[src/rtl/serv_alu_seq.sv]
// -----------------------------------------------------------------------------
// serv_alu_seq -- bit-serial ALU sequencer.
//
// Steps a 32-bit bit-serial ALU through one operation.
//   * Single-stage ops run one 32-cycle RUN pass.
//   * Two-stage ops (shift, slt, branch compare) first make a 32-cycle INIT pass,
//     then a RUN pass.
//   * Shifts also park in SHWAIT between the two passes. They stay there until
//     the shifter reports that its shift-amount countdown has finished.
//
// Ports
//   clk          in   clock, rising edge
//   i_rst        in   asynchronous active-high reset
//   i_req        in   operation request (transfer when i_req && o_ready)
//   i_two_stage  in   op needs an INIT pass (sampled at transfer)
//   i_shift      in   op is a shift (sampled at transfer)
//   i_sh_done    in   shifter finished its countdown (only looked at in SHWAIT)
//   o_ready      out  idle, can accept a request
//   o_ack        out  one-cycle completion pulse (first IDLE cycle after RUN)
//   o_en         out  ALU bit enable (INIT or RUN)
//   o_init       out  ALU init-pass indicator
//   o_cnt0       out  current bit is bit 0
//   o_cnt_done   out  current bit is bit 31
//   o_shamt_en   out  shift-amount register load enable
//   o_cnt[4:0]   out  current bit index
// -----------------------------------------------------------------------------
module serv_alu_seq (
    input  logic       clk,
    input  logic       i_rst,
    input  logic       i_req,
    input  logic       i_two_stage,
    input  logic       i_shift,
    input  logic       i_sh_done,
    output logic       o_ready,
    output logic       o_ack,
    output logic       o_en,
    output logic       o_init,
    output logic       o_cnt0,
    output logic       o_cnt_done,
    output logic       o_shamt_en,
    output logic [4:0] o_cnt
);

    localparam logic [4:0] CNT_LAST  = 5'd31;
    localparam logic [4:0] SHAMT_LEN = 5'd5;

    typedef enum logic [1:0] {
        S_IDLE,
        S_INIT,
        S_SHWAIT,
        S_RUN
    } state_t;

    state_t     r_state;
    state_t     w_state_next;
    logic [4:0] r_cnt;
    logic [4:0] w_cnt_next;
    logic       r_shift;
    logic       w_shift_next;
    logic       r_ack;
    logic       w_ack_next;
    logic       w_en;

    // State, bit counter, latched op type and ack pulse.
    always_ff @(posedge clk or posedge i_rst) begin
        if (i_rst) begin
            r_state <= S_IDLE;
            r_cnt   <= 5'd0;
            r_shift <= 1'b0;
            r_ack   <= 1'b0;
        end else begin
            r_state <= w_state_next;
            r_cnt   <= w_cnt_next;
            r_shift <= w_shift_next;
            r_ack   <= w_ack_next;
        end
    end

    always_comb begin
        w_state_next = r_state;
        w_cnt_next   = r_cnt;
        w_shift_next = r_shift;
        w_ack_next   = 1'b0;
        case (r_state)
            S_IDLE: begin
                if (i_req) begin
                    w_state_next = i_two_stage ? S_INIT : S_RUN;
                    w_cnt_next   = 5'd0;
                    w_shift_next = i_shift;
                end
            end
            S_INIT: begin
                // The 5-bit counter wraps 31 -> 0 naturally at the end of the pass.
                w_cnt_next = r_cnt + 5'd1;
                if (r_cnt == CNT_LAST) begin
                    w_state_next = r_shift ? S_SHWAIT : S_RUN;
                end
            end
            S_SHWAIT: begin
                w_cnt_next = 5'd0;
                if (i_sh_done) begin
                    w_state_next = S_RUN;
                end
            end
            S_RUN: begin
                w_cnt_next = r_cnt + 5'd1;
                if (r_cnt == CNT_LAST) begin
                    w_state_next = S_IDLE;
                    w_ack_next   = 1'b1;
                end
            end
            default: begin
                w_state_next = S_IDLE;
                w_cnt_next   = 5'd0;
            end
        endcase
    end

    // Outputs are decoded from registered state only.
    // Reset therefore reaches them immediately, without a clock edge.
    assign w_en       = (r_state == S_INIT) || (r_state == S_RUN);
    assign o_ready    = (r_state == S_IDLE);
    assign o_ack      = r_ack;
    assign o_en       = w_en;
    assign o_init     = (r_state == S_INIT);
    assign o_cnt0     = w_en && (r_cnt == 5'd0);
    assign o_cnt_done = w_en && (r_cnt == CNT_LAST);
    assign o_shamt_en = (r_state == S_INIT) && r_shift && (r_cnt < SHAMT_LEN);
    assign o_cnt      = r_cnt;

endmodule

[config.mk]
export PLATFORM = sky130hd
export DESIGN_NAME = serv_alu_seq
export DESIGN_NICKNAME = d
export VERILOG_FILES = /design/src/rtl/serv_alu_seq.sv
export SDC_FILE = /design/constraint.sdc
export NUM_CORES = 1
export LEC_CHECK = 0
export ABC_AREA = 1
export CORE_MARGIN = 4
export CORE_UTILIZATION = 45
export CTS_CLUSTER_SIZE = 16
export DETAILED_ROUTE_END_ITERATION = 16
export PLACE_DENSITY = 0.76
export SLEW_MARGIN = 20
export SYNTH_ARGS = -nofsm -noshare
export SYNTH_HDL_FRONTEND = slang
export SYNTH_SLANG_ARGS = --single-unit
[constraint.sdc]
create_clock -name clk -period 1.45 [get_ports clk]
set_input_delay 0.145 -clock clk [delete_from_list [all_inputs] [get_ports clk]]
set_output_delay 0.145 -clock clk [all_outputs]
set_load 0.03 [all_outputs]
# Word level (Yosys, flattened, before mapping)
# Cells that the tools add are included.
[word_totals]
register_bits = 9
input_bits = 6
out_inout_bits = 12
word_cells = 35
[classes]
addsub = 1
magnitude_cmp = 1
eq_ne = 8
n_mux = 11
reduce_logical = 10
[op_table]
columns = ["cell", "n"]
rows = [
  ["case mux 5 bit (3 select lines)", 1],
  ["two-way mux 2 bit", 5],
  ["case mux 2 bit (4 select lines)", 1],
  ["inequality test 2 bit (second input constant)", 3],
  ["adder 5 x 1 -> 5 bit (second input constant)", 1],
  ["equality test 5 bit (second input constant)", 1],
  ["zero test 5 bit", 1],
  ["< comparator 5 x 3 -> 1 bit (second input constant)", 1],
  ["two-way mux 5 bit", 1],
  ["equality test 2 bit (second input constant)", 2],
  ["logical AND 1 bit", 4],
  ["AND reduction 4 bit", 1],
  ["two-way mux 1 bit", 3],
  ["equality test 2 x 1 -> 1 bit (second input constant)", 1],
  ["zero test 2 bit", 1],
  ["inequality test 2 x 1 -> 1 bit (second input constant)", 1],
  ["AND reduction 2 bit", 1],
  ["OR reduction 2 bit", 1],
  ["logical OR 1 bit", 1],
]

# Depth between registers and ports, before layout
[depth]
ltp_word = 3
ltp_mapped = 10
depth_no_buf = 10

# Worst setup path after synthesis
# Ideal clock, no wire load.
[synth_path]
path_kind = "flip-flop to output port"
start = "reg r_state[1]"
end = "out o_cnt0"
arrival_ns = 1.860
setup_slack_ns = -0.555
path_stages_with_launch = 7
path_cell_list = "dfrtp_1 inv_1 ha_1 inv_2 nand2_4 nand2_1 nor3_1"
[synth_between]
elab_chain_len = 3
elab_cells_between_ends = 4
cone_classes = "2 x eq/ne; 2 x reduce/logical"
[synth_rtl]
columns = ["item", "line", "rtl"]
rows = [
  ["start: declaration", "54", "state_t r_state;"],
  ["start signal: assignment", "72", "r_state <= w_state_next;"],
  ["equality test 2 x 1 -> 1 bit", "-", ""],
  ["net o_init", "37", "output logic o_init,"],
  ["logical OR 1 bit", "121", "assign w_en = (r_state == S_INIT) || (r_state == S_RUN);"],
  ["net o_en", "36", "output logic o_en,"],
  ["logical AND 1 bit", "126", "assign o_cnt0 = w_en && (r_cnt == 5'd0);"],
  ["end: declaration", "38", "output logic o_cnt0,"],
]
# The timed path passes the listed nets, and every way through them passes these cells.

# Worst setup path after layout
[layout_path]
start = "reg r_cnt[0] (netlist: o_cnt[0])"
end = "out o_cnt0"
[layout_between]
elab_chain_len = 2
[layout_rtl]
columns = ["item", "line", "rtl"]
rows = [
  ["start: declaration", "56", "logic [4:0] r_cnt;"],
  ["start signal: assignment", "73", "r_cnt <= w_cnt_next;"],
  ["zero test 5 bit", "126", ""],
  ["logical AND 1 bit", "126", ""],
]
# Every way passes these cells.

==> results.md <==
* FILL cells at between 80 and 90
* Worst Skew at between 0.006 and 0.007 ns
* Clock Sinks at 9
* Hold crit path type: in2async
* Die height at 45.51 um
* Total leakage power at approximately 0.58 nW
* Relative slew slack at 76.80%
* Net Sw Power at 0.001093 W
* Combinational power share at 72.9%
* Sequential share of power at 18.1%
* CTS Hold Bufs at 0
* Layout cell share with drive strength beyond 1 at 47.01%
* Clock power frac at 9.0%
* Crit-path cells: buf_4, inv_4, ha_4, nand2_4, nor3_4, buf_6
* Most frequent cells in the layout: nand2_1 (16), buf_4 (12), inv_1 (9), inv_2 (8), buf_6 (7)
* RSZ-0062 raised after global routing: yes
* Yosys warnings at 0
* Setup TNS at -0.3506 ns
* Worst R2R Path Depth at 11
* Syn_nets at a little under 100
* Mapped Cells at 84
* CP Launch Type: register
* Routability cong. at about 0.78
* Crit. Startpoint: o_cnt[0]$_DFFE_PP0P_
* Setup Crit Path Kind: reg2out
* CTS tree: done
* Num CTS Buffers at 3
* Reg-to-reg startpoint: o_cnt[0]$_DFFE_PP0P_
* Pre-Repair DR Iteration Count at 4
* Period utilization at 108.2%
* Diodes inserted at 0
* Via count at 656
* Max-cap violations at 0
* Failing checks: setup timing
* Seq/Total Area, Yosys at 35.57%
* Critical-path cell with the highest stage delay: dfrtp_2
* Crit-path max FO at 3
* # rows at 13
* Synth top area cells: dfrtp_1 (36%), ha_1 (16%), nand2_1 (11%), inv_1 (8.9%), nand3_1 (5.5%)
* Final setup violation count at 4
* Nets at approximately 130
* Switching Share at 48.31%
* Worst Path Arrival at 1.42 ns
* Drc violations at 0
* First-pass GRT wire length at between 2000 and 3000 um
* Syn avg cell area at approximately 7.5 um2
* Setup WS pre-CTS at -0.005663 ns
* Critical path endpoint category: primary output
* Final WS setup at -0.1195 ns
* Largest net degree at the start of global routing at 14
* CTS clk-pin slew, worst paths at approximately 0.07 ns
* ANT nets after route at 0
* CP endpoint: o_cnt0
* Area grow syn2layout at 69.96%
* Final wirelength at 1708 um
* IO Count at 18
* Final hold viol count at 0
* Max stage delay on crit path at 0.43 ns
* Flops & latches, synth at 9
* Number of distinct library cells after synthesis at 19
* Fmax at approximately 640 MHz
* Total core area at 1318 um2
* Initial Util at 48.05%
* Register Area at about 230 um2
* Initial antenna violation count at 0
* Power Dens Cells at 2102 nW/um2
* Footprint of the multi-input gates at 449.2 um2
* Yosys top cell by area: dfrtp_1
* Gr usage total at 19.54%
* Outcome: finished, violations left
* Root buf cell: clkbuf_4
* Die W at about 46 um
* PortBufs at 17
* Fin. max-slew vios at 0
* DR iter-0 viols at 2
* Synth top area share at a little over a third
* Gr ovfl total at 0
* WP data required at 1.31 ns
* Clock Latency Late Sink at 0.27 ns
* H-tree depth at 1
* Worst VDD drop at 1.377 mV
* DP HPWL at 1165 um
* Slew @ Worst Pin at between 0.3 and 0.4 ns
* Most common cell after layout, fill and taps aside: nand2_1
* Die area at ~2100 um2
* Vias per cell at about 5
* Vias in the first global route at 657
* Fin crit period at 1.570 ns
* Routed wire per std cell at around 13 um
* P_int at 0.001169 W
* Clock Tree Buf Depth at 2
* RR Endpoint: r_state[1]$_DFFE_PP0P_
* Cell area after synthesis at 633.1 um2
* FF-to-FF setup slack at 0 ns
## worst max-delay path: cells and delay by family (launching register included)
kind,cells,cell delay [ns]
flip-flops,1,0.43
adder cells (fa/ha/maj),1,0.14
AND/OR/NAND/NOR,2,0.22
buffers and inverters,3,0.36
## cell families (layout without fill, tap and decap cells)
| family | after synthesis | after routing | synth area share (%) |
|---|---|---|---|
| DFF | 9 | 9 | 35.57 |
| AOI/OAI and AO/OA | 9 | 9 | 8.302 |
| and+or+nand+nor | 38 | 38 | 27.27 |
| buffers and inverters | 20 | 53 | 13.04 |
| adders and majority gates | 8 | 8 | 15.81 |
## layer usage
| metal | wire length (um) | vias to the layer above | track usage (%) |
|---|---|---|---|
| li1 | - | 326 | - |
| met1 | 697 | 314 | 21.22 |
| met2 | 918 | 14 | 34.26 |
| met3 | 72 | 2 | 5.138 |
| met4 | 19 | 0 | 9.942 |
| met5 | 0 | - | 0 |
## cell usage after synthesis, drive strengths merged
cell type,number
a21oi,3
a31oi,1
nor2,7
nand4,1
buf,1
nand3,7
a211oi,1
dfrtp,9
o21ai,4
ha,8
inv,19
nor3,1
nand2,22
## power groups by stage
stage	Clock [W]	Combinational, W	Sequential [W]
3_5_place_dp	0	0.00124	0.000418
2_1_floorplan	0	0.000827	0.000459
5_1_grt	0.000224	0.00180	0.000420
6_report	0.000203	0.00165	0.000410
3_3_place_gp	0	0.00121	0.000415
4_1_cts	0.000200	0.00157	0.000415
## area by class of cell
cell class | count | area share, %
inverter | 19 | 7.093
timing repair buffer | 30 | 25.70
multi-input combinational | 55 | 41.74
tap | 15 | 1.744
clock buffer | 4 | 2.442
sequential | 9 | 21.28
## metrics by stage
stage / util, % / instances / instance area (um2) / power (W) / hold slack (ns)
final: 81.67 / 132 / 1076 / 0.002262 / 0.1317
after detailed placement: 66.76 / 119 / 879.6 / 0.001659 / 0.4385
after global placement: 66.76 / 119 / 879.6 / 0.001625 / 0.4366
after CTS: 80.15 / 131 / 1056 / 0.002184 / 0.1531
after floorplan: - / 84 / 686.9 / 0.001286 / -0.02722
after global routing: 81.67 / 132 / 1076 / 0.002447 / 0.1644
## sequential cells by signal (all words and copies together) (netlist names)
register,count
r_state,2
o_cnt,5
r_shift,1
o_ack,1
## repair_timing
action	4_1_cts	5_1_grt
endpoints found under the hold margin	0	0
gates resized for setup	29	5
buffers inserted	8	1
pin swaps	4	7
setup endpoints to repair	10	10
## worst min path at each step
stage                from                   end  slack, ns
global route        i_rst  o_cnt[2]$_DFFE_PP0P_       0.16
CTS                 i_rst  o_cnt[2]$_DFFE_PP0P_       0.15
floorplan           i_rst       o_ack$_DFF_PP0_      -0.03
finish              i_rst  o_cnt[2]$_DFFE_PP0P_       0.13
global placement    i_rst  o_cnt[4]$_DFFE_PP0P_       0.44
detailed placement  i_rst       o_ack$_DFF_PP0_       0.44
Power figures use the tool's default switching activity.
